<file path="src/rtl/logic_unit_arbiter.sv">
// logic_unit_arbiter: round-robin arbiter sharing one registered bitwise logic unit among NREQ requesters
module logic_unit_arbiter #(
  parameter int NREQ = 4,
  parameter int WIDTH = 8,
  parameter int IDW = $clog2(NREQ)
) (
  input  logic                  clk,
  input  logic                  rst_n,
  input  logic [NREQ-1:0]       req,
  input  logic [NREQ*WIDTH-1:0] a_in,
  input  logic [NREQ*WIDTH-1:0] b_in,
  input  logic [NREQ*2-1:0]     op_in,
  output logic [NREQ-1:0]       gnt,
  output logic                  busy,
  output logic [WIDTH-1:0]      y,
  output logic [IDW-1:0]        y_id,
  output logic                  y_valid,
  input  logic                  y_ready
);
  typedef enum logic [1:0] {IDLE, EXEC, HOLD} state_t;
  state_t state, state_nxt;
  logic [IDW-1:0] last, w, win, idx;
  logic [WIDTH-1:0] la, lb, res;
  logic [1:0] lop;
  always_comb begin
    win = '0;
    idx = '0;
    for (int k = NREQ; k >= 1; k--) begin
      idx = IDW'((int'(last) + k) % NREQ);
      win = req[idx] ? idx : win;
    end
  end
  always_comb begin
    state_nxt = state == IDLE ? (|req ? EXEC : IDLE) :
                state == EXEC ? HOLD : (y_ready ? IDLE : HOLD);
    res = lop == 2'd0 ? la & lb : lop == 2'd1 ? la | lb : lop == 2'd2 ? la ^ lb : ~(la & lb);
  end
  assign busy = state != IDLE;
  always_ff @(posedge clk)
    if (!rst_n) state <= IDLE;
    else state <= state_nxt;
  always_ff @(posedge clk) begin
    if (!rst_n) begin
      gnt <= '0;
      y <= '0;
      y_id <= '0;
      y_valid <= 1'b0;
      last <= IDW'(NREQ - 1);
      w <= '0;
      la <= '0;
      lb <= '0;
      lop <= '0;
    end else begin
      gnt <= '0;
      if (state == IDLE && |req) begin
        la <= a_in[win*WIDTH +: WIDTH];
        lb <= b_in[win*WIDTH +: WIDTH];
        lop <= op_in[win*2 +: 2];
        w <= win;
        last <= win;
        gnt <= NREQ'(1) << win;
      end
      if (state == EXEC) begin
        y <= res;
        y_id <= w;
        y_valid <= 1'b1;
      end
      if (state == HOLD && y_ready) y_valid <= 1'b0;
    end
  end
endmodule

</file>
<file path="config.mk">
export PLATFORM = sky130hd
export DESIGN_NAME = logic_unit_arbiter
export DESIGN_NICKNAME = d
export VERILOG_FILES = /design/src/rtl/logic_unit_arbiter.sv
export SDC_FILE = /design/constraint.sdc
export NUM_CORES = 1
export LEC_CHECK = 0
export CORE_MARGIN = 2
export CORE_UTILIZATION = 40
export DETAILED_ROUTE_END_ITERATION = 6
export GPL_TIMING_DRIVEN = 0
export PLACE_DENSITY = 0.74
export SYNTH_ARGS = -nofsm -noshare
export SYNTH_HDL_FRONTEND = slang
export SYNTH_SLANG_ARGS = --single-unit
</file>
<file path="constraint.sdc">
create_clock -name clk -period 1.9 [get_ports clk]
set_input_delay 0.285 -clock clk [delete_from_list [all_inputs] [get_ports clk]]
set_output_delay 0.285 -clock clk [all_outputs]
set_load 0.005 [all_outputs]
</file>
* Yosys cells after proc, flatten, opt, wreduce, memory -nomap -nowiden
Cells that the tools add are included.
** Storage, ports and cells
- Input bits :: 79
- Bits in registers :: 39
- Output and inout port bits :: 16
- Word-level logic and storage cells :: 58
** Cells by class
- Order comparisons :: 4
- Equal/unequal tests :: 4
- Add/subtract/negate cells :: 4
- Bitwise gates (word level) :: 5
- Multiplexer cells :: 19
- Reduce and logical (&&, ||, !) cells :: 8
- Shifts and indexed selects :: 4
** Operator list (number)
- variable part select 32 x 6 -> 8 bit :: 2
- two-way mux 8 bit :: 3
- two-way mux 2 bit :: 7
- < comparator 2 x 3 -> 1 bit (second input constant) :: 4
- bitwise AND 8 bit :: 1
- binary-select mux 1 bit (select 2 bit) :: 4
- inverter 8 bit :: 1
- OR 8 bit :: 1
- variable part select 8 x 4 -> 2 bit :: 1
- XOR 8 bit :: 1
- two-way mux 1 bit :: 5
- adder 2 x 1 -> 2 bit (second input constant) :: 2
- adder 2 bit (second input constant) :: 2
- == test 2 x 1 -> 1 bit (second input constant) :: 2
- == test 2 bit (second input constant) :: 2
- zero test 2 bit :: 2
- OR reduction 4 bit :: 1
- left shift 1 x 2 -> 4 bit (first input constant) :: 1
- logical AND 1 bit :: 2
- AND reduction 2 bit :: 1
- nonzero test 2 bit :: 1
- OR reduction 2 bit :: 1
- inverter 1 bit :: 1

* Logic depth before layout (Yosys ltp)
- Depth in word-level cells :: 8
- Mapped depth :: 7
- Mapped depth without buffers :: 7

* Worst setup path before layout
No wires, ideal clock.
- Path type :: register to register
- Start point :: register state[1]
- End point :: register la[6]
- Required time :: 1766 ps
- Clock period less this slack :: 1583 ps
- Stages on the path, launching flop included :: 6
- Path buffers :: 1
- Data arrival time :: 1450 ps
- Path slack :: 317 ps
- Setup time :: 134 ps
- Cells stage by stage :: dfxtp_1 or2_2 or2_2 nand2_1 buf_2 o221ai_1
** On the way
- Cells in the longest elaborated chain, start to end :: 2
** RTL lines
- start, declared :: line 21 : state_t state, state_nxt;
- start signal, assigned :: line 41 : else state <= state_nxt;
- zero test 2 bit :: line 55 : if (state == IDLE && |req) begin
- logical AND 1 bit :: line 55
- end signal, assigned :: line 56 : la <= a_in[win*WIDTH +: WIDTH];
- end, declared :: line 23 : logic [WIDTH-1:0] la, lb, res;
No other way between the ends.
A chain may end at the register's enable or synchronous reset.

* Final worst setup path
- Start point :: input port req[3]
- End point :: register lb[5]
** On the way
- Cells in the longest elaborated chain, start to end :: 7
- Elaborated cells between the ends (all ways) :: 15
- Those cells by class :: shift: 1; mux: 12; reduce/logical: 2
** RTL lines
- start, declared :: line 9 : input logic [NREQ-1:0] req,
- binary-select mux 1 bit (select 2 bit) :: line 30 : win = req[idx] ? idx : win;
- two-way mux 1 bit (not written as such) :: line 30
- two-way mux 2 bit (4 in a row) :: line 30
- variable part select 32 x 6 -> 8 bit :: line 57 : lb <= b_in[win*WIDTH +: WIDTH];
- end signal, assigned :: line 57
- end, declared :: line 23
Several ways; a longest one is shown, not always the timed one. The select of a mux whose other input is x is not followed.

==> results.cfg <==
[worst_setup_path]
worstSetupEndpointType = register
crit-reg2reg-launch = state[1]
rr_worst_depth = 5
type_of_element_launching_the_critical_path = input port
critical_path_peak_fanout = 10
r2r_slack_ns = 0.07
crit_arrival_ns = 2.02
timing.rr.end = lb[4]
crit_type = input port to register
timing.critical_path.required_ns = 2.07

[power]
leakagePower_nw = 1.52
ir_worst_vdd_v = 0.000367
power.density_cell_area_mw_per_mm2 = 767

[timing]
setup-violations-final = 0
fin_crit_sh_pct = 97.4
max-slew-margin-rel_pct = 56.6
hold_ws_ns = 0.330
slew_violations = 0
period_minus_slack_ns = 1.85
fin_worst_skew_ns = 0.0108
maxClockFrequency_mhz = 541
max_slew.worst_pin.slew_ns = 0.647
finalHoldViolations = 0

[logic_synthesis]
synth.cell_area_mm2 = 0.00253
synth_nets = 378
ys_top_cells_by_area = sky130_fd_sc_hd__dfxtp_1 (31%), sky130_fd_sc_hd__mux2i_1 (15%), sky130_fd_sc_hd__ha_1 (7.9%)
ys_warn_count = 0
post_synthesis_sequential_area_ratio_pct = 30.9
yosysTopAreaCellShare_pct = 30.9
yosys.cell_types.count = 34
ys_seq_elements = 39
post_synthesis_cell_type_with_the_largest_combined_area = sky130_fd_sc_hd__dfxtp_1
syn_avg_cell_area_um2 = 8.94
synth_cells = 283

[die]
io_pins = 95
fp.dieArea_mm2 = 0.00697
die_height_um = 83.5
core_mm2 = 0.00603
die_w_um = 83.5
rows = 28
initial_standard_cell_utilization_of_the_core_pct = 42.0

[drt]
detailedRoute.firstPassIterationCount = 5
route.vias.total = 2587
postRouteWirelength_um = 7740
drt-vias-per-instance = 5.59
postRouteAntennaNets = 0
detail_route.wl_per_cell_um = 16.7
initialDrtViolationCount = 174
drc_errors = 0

[place]
place.gp.congestion = 0.912
dp.final_hpwl_um = 5680
buffer_ports.inserted = 93

[status]
run_status = finished, final reports clean

[cells_and_area]
finalCoreUtilization_pct = 62.5
layout.area.seq_um2 = 782
final_nets = 482
drive_gt1_share_pct = 12.4
multi_input_area_mm2 = 0.00161
filler_cell_count = 532
num_antenna_cells = 0
area_growth_syn_to_layout_pct = 49.0

[clocking]
clock_pin_slew_worst_setup_and_hold_paths_ns = 0.08
clock_path_buffers = 2
cts_htree_levels = 2
insertion_delay_ns = 0.30
number_of_buffers_inserted_by_hold_repair_at_cts = 0
tritoncts = built
root_buffer = sky130_fd_sc_hd__clkbuf_8
clock_sinks = 39
numCtsBuffers = 5

[global_route]
initial_antenna_violation_count = 0
grt_max_degree = 13
track_usage_pct = 22.3
first_global_vias = 2531
overflow = 0
wire_length_of_the_first_global_routing_pass_um = 12600

[hold_path]
min_delay_path_depth = 2
worst_hold_startpoint = rst_n
worst_hold_path_type = input port to register
timing.hold.worst_endpoint = last[1]

[run]
max-cap-violations = 0
==> sequential cells by signal, summed over array words and instances (netlist names) <==
signal	flops
gnt	4
la	8
last	2
lb	8
lop	2
state	2
w	2
y	8
y_id	2
y_valid	1
==> synth_stat cells, drive strengths merged <==
| library cell | n |
|---|---|
| dfxtp | 39 |
| mux2i | 37 |
| a21o | 19 |
| nand4 | 18 |
| o31ai | 18 |
| inv | 17 |
| o221ai | 17 |
| ha | 16 |
| nor2 | 16 |
| buf | 14 |
| nor2b | 12 |
| a21oi | 11 |
| clkbuf | 10 |
| a211oi | 8 |
| nand2 | 7 |
| o21ai | 5 |
| nand2b | 3 |
| nand3 | 3 |
| o211ai | 2 |
| o21a | 2 |
| or2 | 2 |
| a21boi | 1 |
| and2 | 1 |
| and3 | 1 |
| clkinv | 1 |
| nor3 | 1 |
| nor4 | 1 |
| o22ai | 1 |
==> power by group <==
part           internal (mW)  switching (mW)  total (mW)  leakage [nW]
combinational          0.582           0.569        1.15          1.14
clock                  0.425           0.310       0.735        0.0612
sequential             0.935          0.0685        1.00         0.320
==> layer usage <==
metal	up-vias	wire [um]	track usage, %
met1	1190	3380	30.5
li1	1263	-	-
met3	14	574	3.46
met2	120	3640	36.5
met4	0	140	6.30
met5	-	0	0
==> how the worst max path moves through the flow <==
stage | start | depth (start not counted) | to
after floorplan | state[1] | 5 | la[6]
after CTS | req[2] | 7 | la[1]
after detailed placement | req[1] | 7 | la[1]
after global routing | req[1] | 8 | lb[1]
after global placement | req[1] | 7 | la[0]
final | req[3] | 8 | lb[5]
==> logic make-up after synthesis <==
family | count (synthesis) | synth area share (%)
AOI/OAI and AO/OA | 84 | 24.4
adders and majority gates | 16 | 7.92
buffers and inverters | 42 | 7.67
DFF | 39 | 30.9
muxes | 37 | 14.6
and+or+nand+nor | 65 | 14.4
==> placed cells by master, fill, tap and decap left out, types with 7 or more instances in the layout <==
cell type,n
sky130_fd_sc_hd__nor2b_1,11
sky130_fd_sc_hd__ha_1,16
sky130_fd_sc_hd__a21o_1,19
sky130_fd_sc_hd__o221ai_1,17
sky130_fd_sc_hd__o31ai_1,18
sky130_fd_sc_hd__a21oi_1,10
sky130_fd_sc_hd__mux2i_1,32
sky130_fd_sc_hd__inv_1,17
sky130_fd_sc_hd__nand2_1,7
sky130_fd_sc_hd__nor2_1,15
sky130_fd_sc_hd__dfxtp_1,38
sky130_fd_sc_hd__buf_2,11
sky130_fd_sc_hd__clkdlybuf4s50_1,89
sky130_fd_sc_hd__a211oi_1,8
sky130_fd_sc_hd__nand4_1,18
==> cell type report <==
cell class                 instances  share of cell area [%]
multi-input combinational        202                    42.6
timing repair buffer              99                    25.9
sequential                        39                    20.8
buffer                            22                    3.32
tap                               75                    2.49
clock buffer                       6                    2.19
inverter                          18                    1.79
clock inverter                     2                   0.930
==> metrics by stage <==
| step | instance area [um^2] | std cells | setup TNS [ns] | power (mW) | worst slack [ns] |
|---|---|---|---|---|---|
| after floorplan | 2530 | 283 | 0 | 1.67 | 0.317 |
| after CTS | 3720 | 463 | 0 | 2.86 | 0.0245 |
| after global routing | 3770 | 463 | -0.000868 | 3.04 | -0.000868 |
| final | 3770 | 463 | 0 | 2.89 | 0.0503 |
| after detailed placement | 3550 | 451 | -10.03 | 2.08 | -0.524 |
| after global placement | 3550 | 451 | -9.92 | 2.05 | -0.517 |
==> what timing repair did <==
item,in CTS,in global routing
buffers inserted,3,1
pin swaps,1,1
gates cloned,2,0
setup endpoints to repair,20,20
gates resized for setup,11,13
==> worst max-delay path: stages <==
cell,delay (ns)
sky130_fd_sc_hd__dlygate4sd2_1,0.33
sky130_fd_sc_hd__nor2b_4,0.17
sky130_fd_sc_hd__o21a_1,0.19
sky130_fd_sc_hd__buf_6,0.14
sky130_fd_sc_hd__nor3_4,0.27
sky130_fd_sc_hd__buf_6,0.22
sky130_fd_sc_hd__mux2i_1,0.26
sky130_fd_sc_hd__o221ai_1,0.14
(Power assumes the default switching activity.)
